==> src/rtl/execute_mdu_ctrl.sv <==
// execute_mdu_ctrl
//   Sequencer for the iterative RV32M multiply/divide unit in the execute stage.
//   An M-extension op is taken from the decode/execute boundary. It then runs an
//   XLEN-step radix-2 shift-add multiply or restoring divide on operand magnitudes.
//   The result is sign-corrected and held until the memory stage accepts it.
//
// Ports
//   clk_i              clock, rising edge
//   rst                synchronous reset, active-high
//   decode_vaild_i     decode stage holds a valid instruction
//   DD_mdu_en_i        current instruction is an M-extension op
//   DD_mdu_op_i        0 MUL, 1 MULH, 2 MULHSU, 3 MULHU, 4 DIV, 5 DIVU, 6 REM, 7 REMU
//   DD_rs1_data_i      operand A (forwarded)
//   DD_rs2_data_i      operand B (forwarded)
//   flush_i            kill of the execute-stage instruction
//   memory_allow_in_i  memory stage can accept this cycle
//   execute_ready_o    execute result valid; pipeline may advance
//   E_mdu_valE_o       MDU result, valid while in DONE
//   mdu_busy_o         unit is BUSY or DONE
module execute_mdu_ctrl #(
  parameter int unsigned XLEN  = 32,
  parameter int unsigned CNT_W = 6
) (
  input  logic            clk_i,
  input  logic            rst,
  input  logic            decode_vaild_i,
  input  logic            DD_mdu_en_i,
  input  logic [2:0]      DD_mdu_op_i,
  input  logic [XLEN-1:0] DD_rs1_data_i,
  input  logic [XLEN-1:0] DD_rs2_data_i,
  input  logic            flush_i,
  input  logic            memory_allow_in_i,
  output logic            execute_ready_o,
  output logic [XLEN-1:0] E_mdu_valE_o,
  output logic            mdu_busy_o
);

  typedef enum logic [1:0] {S_IDLE, S_BUSY, S_DONE} state_e;
  typedef enum logic [2:0] {
    OP_MUL, OP_MULH, OP_MULHSU, OP_MULHU, OP_DIV, OP_DIVU, OP_REM, OP_REMU
  } op_e;

  localparam logic [XLEN-1:0] MIN_NEG = {1'b1, {(XLEN-1){1'b0}}};

  state_e            state_q, state_d;
  op_e               op_q, op_d, op_in;
  logic [CNT_W-1:0]  cnt_q, cnt_d;
  // Multiply: {product_hi, product_lo / multiplier}. Divide: {remainder, quotient / dividend}.
  logic [2*XLEN-1:0] acc_q, acc_d;
  // Multiplicand or divisor magnitude.
  logic [XLEN-1:0]   opb_q, opb_d;
  // neg: negate product or quotient; rneg: negate remainder.
  logic              neg_q, neg_d;
  logic              rneg_q, rneg_d;

  logic              mdu_req;
  logic              sign_a, sign_b, neg_a, neg_b;
  logic [XLEN-1:0]   mag_a, mag_b;
  logic              div_zero, div_ovf;
  logic [XLEN:0]     mul_sum;
  logic [XLEN:0]     div_shift, div_diff;
  logic [2*XLEN-1:0] prod;
  logic [XLEN-1:0]   quot, remv, result;

  assign op_in   = op_e'(DD_mdu_op_i);
  assign mdu_req = decode_vaild_i & DD_mdu_en_i;

  // Operand conditioning at start: MULHSU treats only rs1 as signed.
  always_comb begin
    sign_a   = op_in inside {OP_MUL, OP_MULH, OP_MULHSU, OP_DIV, OP_REM};
    sign_b   = op_in inside {OP_MUL, OP_MULH, OP_DIV, OP_REM};
    neg_a    = sign_a & DD_rs1_data_i[XLEN-1];
    neg_b    = sign_b & DD_rs2_data_i[XLEN-1];
    mag_a    = neg_a ? -DD_rs1_data_i : DD_rs1_data_i;
    mag_b    = neg_b ? -DD_rs2_data_i : DD_rs2_data_i;
    div_zero = DD_mdu_op_i[2] & (DD_rs2_data_i == '0);
    div_ovf  = (op_in inside {OP_DIV, OP_REM}) & (DD_rs1_data_i == MIN_NEG) &
               (DD_rs2_data_i == '1);
  end

  // One iteration of each algorithm; subtraction is XLEN+1 bits so its MSB is the sign.
  always_comb begin
    mul_sum   = {1'b0, acc_q[2*XLEN-1:XLEN]} + (acc_q[0] ? {1'b0, opb_q} : '0);
    div_shift = {acc_q[2*XLEN-1:XLEN], acc_q[XLEN-1]};
    div_diff  = div_shift - {1'b0, opb_q};
  end

  // Sign correction from the registered magnitudes.
  always_comb begin
    prod = neg_q  ? -acc_q : acc_q;
    quot = neg_q  ? -acc_q[XLEN-1:0] : acc_q[XLEN-1:0];
    remv = rneg_q ? -acc_q[2*XLEN-1:XLEN] : acc_q[2*XLEN-1:XLEN];
    case (op_q)
      OP_MUL:                       result = prod[XLEN-1:0];
      OP_MULH, OP_MULHSU, OP_MULHU: result = prod[2*XLEN-1:XLEN];
      OP_DIV, OP_DIVU:              result = quot;
      default:                      result = remv;
    endcase
  end

  always_comb begin
    state_d = state_q;
    op_d    = op_q;
    cnt_d   = cnt_q;
    acc_d   = acc_q;
    opb_d   = opb_q;
    neg_d   = neg_q;
    rneg_d  = rneg_q;
    if (flush_i || !decode_vaild_i) begin
      state_d = S_IDLE;
    end else begin
      case (state_q)
        S_IDLE: begin
          if (DD_mdu_en_i) begin
            op_d   = op_in;
            neg_d  = neg_a ^ neg_b;
            rneg_d = neg_a;
            cnt_d  = CNT_W'(XLEN);
            state_d = S_BUSY;
            if (!DD_mdu_op_i[2]) begin
              acc_d = {{XLEN{1'b0}}, mag_b};
              opb_d = mag_a;
            end else begin
              acc_d = {{XLEN{1'b0}}, mag_a};
              opb_d = mag_b;
            end
            // Special divides load final values directly and skip the iteration.
            if (div_zero || div_ovf) begin
              state_d = S_DONE;
              neg_d   = 1'b0;
              rneg_d  = 1'b0;
              acc_d   = div_zero ? {DD_rs1_data_i, {XLEN{1'b1}}}
                                 : {{XLEN{1'b0}}, DD_rs1_data_i};
            end
          end
        end
        S_BUSY: begin
          cnt_d = cnt_q - CNT_W'(1);
          if (!op_q[2]) begin
            acc_d = {mul_sum, acc_q[XLEN-1:1]};
          end else begin
            acc_d = {(div_diff[XLEN] ? div_shift[XLEN-1:0] : div_diff[XLEN-1:0]),
                     acc_q[XLEN-2:0], ~div_diff[XLEN]};
          end
          if (cnt_q == CNT_W'(1)) state_d = S_DONE;
        end
        S_DONE: begin
          if (memory_allow_in_i) state_d = S_IDLE;
        end
        default: state_d = S_IDLE;
      endcase
    end
  end

  always_ff @(posedge clk_i) begin
    if (rst) begin
      state_q <= S_IDLE;
      op_q    <= OP_MUL;
      cnt_q   <= '0;
      acc_q   <= '0;
      opb_q   <= '0;
      neg_q   <= 1'b0;
      rneg_q  <= 1'b0;
    end else begin
      state_q <= state_d;
      op_q    <= op_d;
      cnt_q   <= cnt_d;
      acc_q   <= acc_d;
      opb_q   <= opb_d;
      neg_q   <= neg_d;
      rneg_q  <= rneg_d;
    end
  end

  assign execute_ready_o = ~mdu_req | (state_q == S_DONE);
  assign E_mdu_valE_o    = (state_q == S_DONE) ? result : '0;
  assign mdu_busy_o      = (state_q != S_IDLE);

endmodule
==> config.mk <==
export PLATFORM = sky130hd
export DESIGN_NAME = execute_mdu_ctrl
export DESIGN_NICKNAME = d
export VERILOG_FILES = /design/src/rtl/execute_mdu_ctrl.sv
export SDC_FILE = /design/constraint.sdc
export NUM_CORES = 1
export LEC_CHECK = 0
export ABC_AREA = 1
export CAP_MARGIN = 10
export CORE_UTILIZATION = 41
export CTS_CLUSTER_SIZE = 16
export DETAILED_ROUTE_END_ITERATION = 8
export SYNTH_ARGS = -nofsm -noshare
export SYNTH_HDL_FRONTEND = slang
export SYNTH_SLANG_ARGS = --single-unit
==> constraint.sdc <==
create_clock -name clk_i -period 7.32 [get_ports clk_i]
set_input_delay 1.098 -clock clk_i [delete_from_list [all_inputs] [get_ports clk_i]]
set_output_delay 1.098 -clock clk_i [all_outputs]
set_load 0.1 [all_outputs]
# After elaboration in Yosys (flattened, before gate mapping)
# Index checks and enable logic that the tools add are counted.
# op_classes
reduce_logical,18
n_shift,0
muxes,25
eq_ne,17
order_cmp,0
multipliers,0
bitwise,11
div_mod_pow,0
n_addsub,8
# ops
operator,count
64-bit 2-to-1 mux,5
32-bit 2-to-1 mux,9
32-bit negation,4
64-bit case mux with 2 select lines,1
32-bit case mux with 3 select lines,1
"32-bit == test, second input constant",2
64-bit negation,1
32-bit by 32-bit adder with 33-bit output,1
33-bit by 32-bit subtractor with 33-bit output,1
32-bit logical NOT,1
"3-bit == test, second input constant",4
6-bit case mux with 2 select lines,1
"3-bit by 2-bit == test with 1-bit output, second input constant",3
3-bit AND reduction,3
2-bit 2-to-1 mux,4
1-bit AND,6
"3-bit by 1-bit == test with 1-bit output, second input constant",2
"6-bit by 1-bit == test with 1-bit output, second input constant",1
3-bit logical NOT,2
6-bit 2-to-1 mux,1
"2-bit != test, second input constant",3
2-bit case mux with 3 select lines,1
2-bit nonzero test,3
"6-bit by 1-bit subtractor with 6-bit output, second input constant",1
13 further kinds,18
# word_totals
ram_bits,0
rom_bits,0
out_inout_bits,34
register_bits,109
latchBits,0
elab_cells,86
n_memories,0

# Logic depth before layout (Yosys ltp)
# logic_depth
depth_word,8
ltp_mapped,21
mapped_depth_nobuf,20

# Worst setup path before layout
# Ideal clock, no wire load.
# synth_path
kind,register -> output
from,register acc_q[0]
to,output E_mdu_valE_o[22]
arrival_time_ps,3322
t_required_ps,6222
path_buffers,1
path_slack_ps,2900
path_stages_with_launch,14
cell_sequence,dfxtp_1 > buf_6 > inv_2 > ha_1 > nand3_2 > nor2_4 > nand2_2 > nor2_4 > nand2_2 > nor2_4 > nand4_2 > o21ai_0 > nand2_1 > a31oi_1
# synth_between
elab_chain_cells,4
elab_cells_between_ends,6
classes_between,2 x add/sub; 4 x mux
# synth_lines
element,line_no,text
start: declaration,49,"logic [2*XLEN-1:0] acc_q, acc_d;"
start signal: assignment,160,acc_q <= '0;
start signal: assignment,168,acc_q <= acc_d;
64-bit negation or 32-bit negation (tied branches),"90, 91",
64-bit 2-to-1 mux or 32-bit 2-to-1 mux (tied branches),"90, 91",
32-bit case mux with 3 select lines *,93,case (op_q)
32-bit 2-to-1 mux *,176,assign E_mdu_valE_o = (state_q == S_DONE) ? result : '0;
end: declaration,34,"output logic [XLEN-1:0] E_mdu_valE_o,"
# Mark *: on every way between the ends. The rest lies on a longest branch, timed or not.

# Worst setup path in the final report
# layout_path
from,register op_q[1]
to,output E_mdu_valE_o[9]
# layout_between
elab_chain_cells,4
elab_cells_between_ends,10
classes_between,5 x eq/ne; 2 x mux; 3 x reduce/logical
# layout_lines
element,line_no,text
start: declaration,46,"op_e op_q, op_d, op_in;"
start signal: assignment,166,op_q <= op_d;
3-bit by 1-bit == test with 1-bit output (tied with other cells),93,
3-bit OR reduction or 2-bit OR reduction (tied branches),93,
32-bit case mux with 3 select lines *,93,
32-bit 2-to-1 mux *,176,
# Marks and branches as above.

==> tab_implementation.tex <==
\begin{tabular}{lr}
\hline
Metric & Value \\
\hline
\multicolumn{2}{l}{\textbf{Global routing}} \\
Number of global-route vias before repair & 20400 \\
Layer with the highest usage after global routing & met2 \\
Total global-route track usage & 40.1\% \\
M3 GR Usage & 6.65\% \\
Maximum number of pins on one net before global-route repair & 72 \\
Met2 demand-to-capacity share in global routing & 59.0\% \\
GR Util met1 & 56.2\% \\
Overflow left after global routing & 0 \\
Number of antenna violations at the first check in global routing & 0 \\
First-pass GRT wire length & 127000 um \\
\multicolumn{2}{l}{\textbf{Detailed routing}} \\
Number of violations reported at the end of detailed-routing iteration 0 & 2970 \\
Wire per inst & 22.2 um \\
Antenna violation net count after detailed routing & 0 \\
Detailed-route DRC error count & 0 \\
Total vias in the final route & 22500 \\
Number of iterations in the first detailed-routing pass & 8 \\
Vias per inst & 5.84 \\
Wirelength, routed & 85400 um \\
\multicolumn{2}{l}{\textbf{Synthesis}} \\
Seq cells post-synth & 109 \\
Synth cell types & 59 \\
EDFF count, synth & 0 \\
Top cells by area, synth & sky130\_fd\_sc\_hd\_\_nand2\_1 (23\%), sky130\_fd\_sc\_hd\_\_dfxtp\_1 (13\%), sky130\_fd\_sc\_hd\_\_inv\_1 (11\%) \\
Mean Syn Cell Area & 5.21 um2 \\
Post-synthesis net count & 3424 \\
Top-count cell post-synth & sky130\_fd\_sc\_hd\_\_nand2\_1 \\
Ys flop type & sky130\_fd\_sc\_hd\_\_dfxtp\_1 \\
Synth top area share & 22.6\% \\
Fraction of synthesis flops using an asynchronous set or reset pin & 0\% \\
Gate count after technology mapping & 3278 \\
Synthesized area & 17100 um2 \\
YS warnings & 0 \\
Proportion of synthesized chip area in sequential cells & 12.8\% \\
Area leader, netlist & sky130\_fd\_sc\_hd\_\_nand2\_1 \\
Most frequent cells after synthesis & sky130\_fd\_sc\_hd\_\_nand2\_1 (1027), sky130\_fd\_sc\_hd\_\_inv\_1 (486), sky130\_fd\_sc\_hd\_\_nor2\_1 (320) \\
\multicolumn{2}{l}{\textbf{Clocking}} \\
Post-CTS setup-driven buffer insertion count & 0 \\
Clk slew on worst S/H paths & 0.09 ns \\
Largest buffer count on any clock path & 2 \\
CTS H-Tree Depth & 3 \\
Clock tree from TritonCTS & built \\
Hold-fix buffers at CTS & 0 \\
Post-cts gate resize count & 0 \\
Clock insertion delay at the later pin of the skew report & 0.39 ns \\
Num CTS Buffers & 9 \\
TritonCTS Sinks & 109 \\
Clk root buf & sky130\_fd\_sc\_hd\_\_clkbuf\_16 \\
\multicolumn{2}{l}{\textbf{Critical path}} \\
Required @ worst endpoint & 6.22 ns \\
Nature of the critical path startpoint & register \\
RR Startpoint & acc\_q[31]\$\_SDFFE\_PP0P\_ \\
Worst path max stage delay & 1.14 ns \\
Startpoint-to-endpoint class of the critical path & reg -> out \\
FF-to-FF path depth & 19 \\
Endpoint arrival time on the critical path & 4.46 ns \\
Cell Chain, Critical Path & nor2\_1, nor2\_2, buf\_4, nor2\_2, buf\_4, clkinv\_1, nand2\_2, inv\_2, o21ai\_0, a21oi\_1, or2\_2, a21oi\_2, clkdlybuf4s50\_1 \\
Setup slack of the worst register-to-register path & 3.39 ns \\
CP Capture Type & output pin \\
Endpoint of the lowest-slack register-to-register path & acc\_q[59]\$\_SDFFE\_PP0P\_ \\
Highest net fanout along the worst path & 31 \\
Worst-path cell with the longest stage delay & sky130\_fd\_sc\_hd\_\_clkdlybuf4s50\_1 \\
\multicolumn{2}{l}{\textbf{Worst hold path}} \\
Worst Hold Class & reg -> reg \\
Worst Hold Path EP & cnt\_q[2]\$\_SDFFE\_PP0P\_ \\
Min-Delay Startpoint & cnt\_q[2]\$\_SDFFE\_PP0P\_ \\
Min-Delay Path Depth & 2 \\
\multicolumn{2}{l}{\textbf{Cells and area}} \\
Layout Cells excl Fill & 3848 \\
Area growth from synthesis to final layout & 10.5\% \\
Share of layout cells above drive strength 1 & 3.95\% \\
Register area & 2180 um2 \\
Antenna cells & 0 \\
Filler cells & 4627 \\
Multi-input gate area & 12500 um2 \\
Fraction of the core area covered by cells at the end of the flow & 46.1\% \\
\# nets final & 3457 \\
\multicolumn{2}{l}{\textbf{Die}} \\
Placement row count & 74 \\
Initial Util & 41.7\% \\
Boundary pin count & 107 \\
Width of the die & 206 um \\
Core Area & 40900 um2 \\
DIE HEIGHT & 206 um \\
Area of the die & 42500 um2 \\
\multicolumn{2}{l}{\textbf{Power and ir drop}} \\
Maximum ir drop on the vdd rail & 0.103 mV \\
Reported leakage power & 9.47 nW \\
Power per cell area & 117 nW/um2 \\
\multicolumn{2}{l}{\textbf{Timing}} \\
Total negative slack for setup checks & 0 ns \\
Achievable Freq & 180 MHz \\
Number of endpoints failing setup at the final stage & 0 \\
Time the final worst path needs with I/O delays and setup & 5.56 ns \\
Total count of hold-check failures in the final report & 0 \\
Final count of pins violating max slew & 0 \\
Crit share post-route & 75.9\% \\
Hold Slack & 0.491 ns \\
Transition time at the pin with the least slew margin & 1.18 ns \\
Worst clock skew & 0.0180 ns \\
Relative slew margins & 21.1\% \\
Unrepaired setup endpoints after global routing & no \\
\multicolumn{2}{l}{\textbf{Outcome}} \\
Status & finished, final reports clean \\
\multicolumn{2}{l}{\textbf{Placed design}} \\
Routability-driven placement congestion ratio & 1.10 \\
Number of placed instances, taps included & 3832 \\
Detailed Place HPWL & 68200 um \\
Number of buffers inserted by port buffering & 106 \\
\multicolumn{2}{l}{\textbf{Job}} \\
Max Cap Viol & 0 \\
\hline
\end{tabular}
through the flow:
stage | power (mW) | cell area [um2] | setup WS, ns
after floorplan | 1.30 | 17100 | 2.90
after global placement | 1.64 | 18600 | 2.27
after detailed placement | 1.64 | 18600 | 2.26
after CTS | 2.17 | 18900 | 1.84
after global routing | 2.32 | 18900 | 1.55
final | 2.21 | 18900 | 1.76
placed cells by master (no fill, tap or decap), types with 8 or more instances in the layout:
master                            instances
sky130_fd_sc_hd__a21oi_1                274
sky130_fd_sc_hd__a31oi_1                 26
sky130_fd_sc_hd__buf_4                   34
sky130_fd_sc_hd__clkbuf_16                9
sky130_fd_sc_hd__clkdlybuf4s50_1        105
sky130_fd_sc_hd__dfxtp_1                107
sky130_fd_sc_hd__ha_1                    71
sky130_fd_sc_hd__inv_1                  486
sky130_fd_sc_hd__inv_2                   16
sky130_fd_sc_hd__nand2_1               1026
sky130_fd_sc_hd__nand2_2                 11
sky130_fd_sc_hd__nand3_1                264
sky130_fd_sc_hd__nand3b_1                 8
sky130_fd_sc_hd__nand4_1                 74
sky130_fd_sc_hd__nor2_1                 319
sky130_fd_sc_hd__nor2_2                   9
sky130_fd_sc_hd__nor3_1                  50
sky130_fd_sc_hd__nor4_1                  10
sky130_fd_sc_hd__o211ai_1                26
sky130_fd_sc_hd__o21ai_0                189
sky130_fd_sc_hd__o21ai_1                 11
sky130_fd_sc_hd__o21bai_1                11
sky130_fd_sc_hd__or2_2                   11
sky130_fd_sc_hd__xnor2_1                 16
sky130_fd_sc_hd__xor2_1                  58
per-layer routing:
metal  vias up  share of wire, %
met5         -                 0
met4         0               5.4
met3       194                11
met2      1349                41
met1     10300                43
li1      10600                 -
state kept, by name, summed over array words and instances (netlist names):
signal	flops
acc_q	64
opb_q	32
cnt_q	6
op_q	3
state_q	2
neg_q	1
rneg_q	1
how the worst max path moves through the flow:
stage	startpoint	end	slack (ns)
2_1_floorplan	acc_q[0]$_SDFFE_PP0P_	E_mdu_valE_o[22]	2.90
3_3_place_gp	op_q[1]$_SDFFE_PP0P_	E_mdu_valE_o[9]	2.27
3_5_place_dp	op_q[1]$_SDFFE_PP0P_	E_mdu_valE_o[9]	2.26
4_1_cts	op_q[1]$_SDFFE_PP0P_	E_mdu_valE_o[9]	1.84
5_1_grt	op_q[1]$_SDFFE_PP0P_	E_mdu_valE_o[9]	1.55
6_report	op_q[1]$_SDFFE_PP0P_	E_mdu_valE_o[9]	1.76
area by class of cell:
type                            instances  share of cell area [%]
Timing Repair Buffer                  140                    6.95
Sequential cell                       109                    11.6
Multi-Input combinational cell       2543                    66.2
Clock buffer                            9                    1.19
Inverter                              508                    10.1
Clock inverter                          7                   0.451
Tap cell                              532                    3.53
where the power goes:
group	total [mW]	switching, mW	internal [mW]
combinational	1.02	0.727	0.292
clock	0.537	0.291	0.246
sequential	0.651	0.0365	0.614
critical path: cells and delay by family, from the launching register on:
kind | cells | cell delay (ns)
AOI/OAI and AO/OA | 3 | 0.35
buffers and inverters | 5 | 2.37
DFF | 1 | 0.33
and+or+nand+nor | 5 | 1.00
kinds of logic after synthesis:
kind of cell,after synthesis,share of synthesized area [%]
multiplexers,1,0.0586
XOR/XNOR,74,3.80
buffers and inverters,626,14.2
adder cells (fa/ha/maj),73,5.44
AO/OA/AOI/OAI,578,18.4
flip-flops,109,12.8
AND/OR/NAND/NOR,1817,45.3
Power figures use the tool's default switching activity.
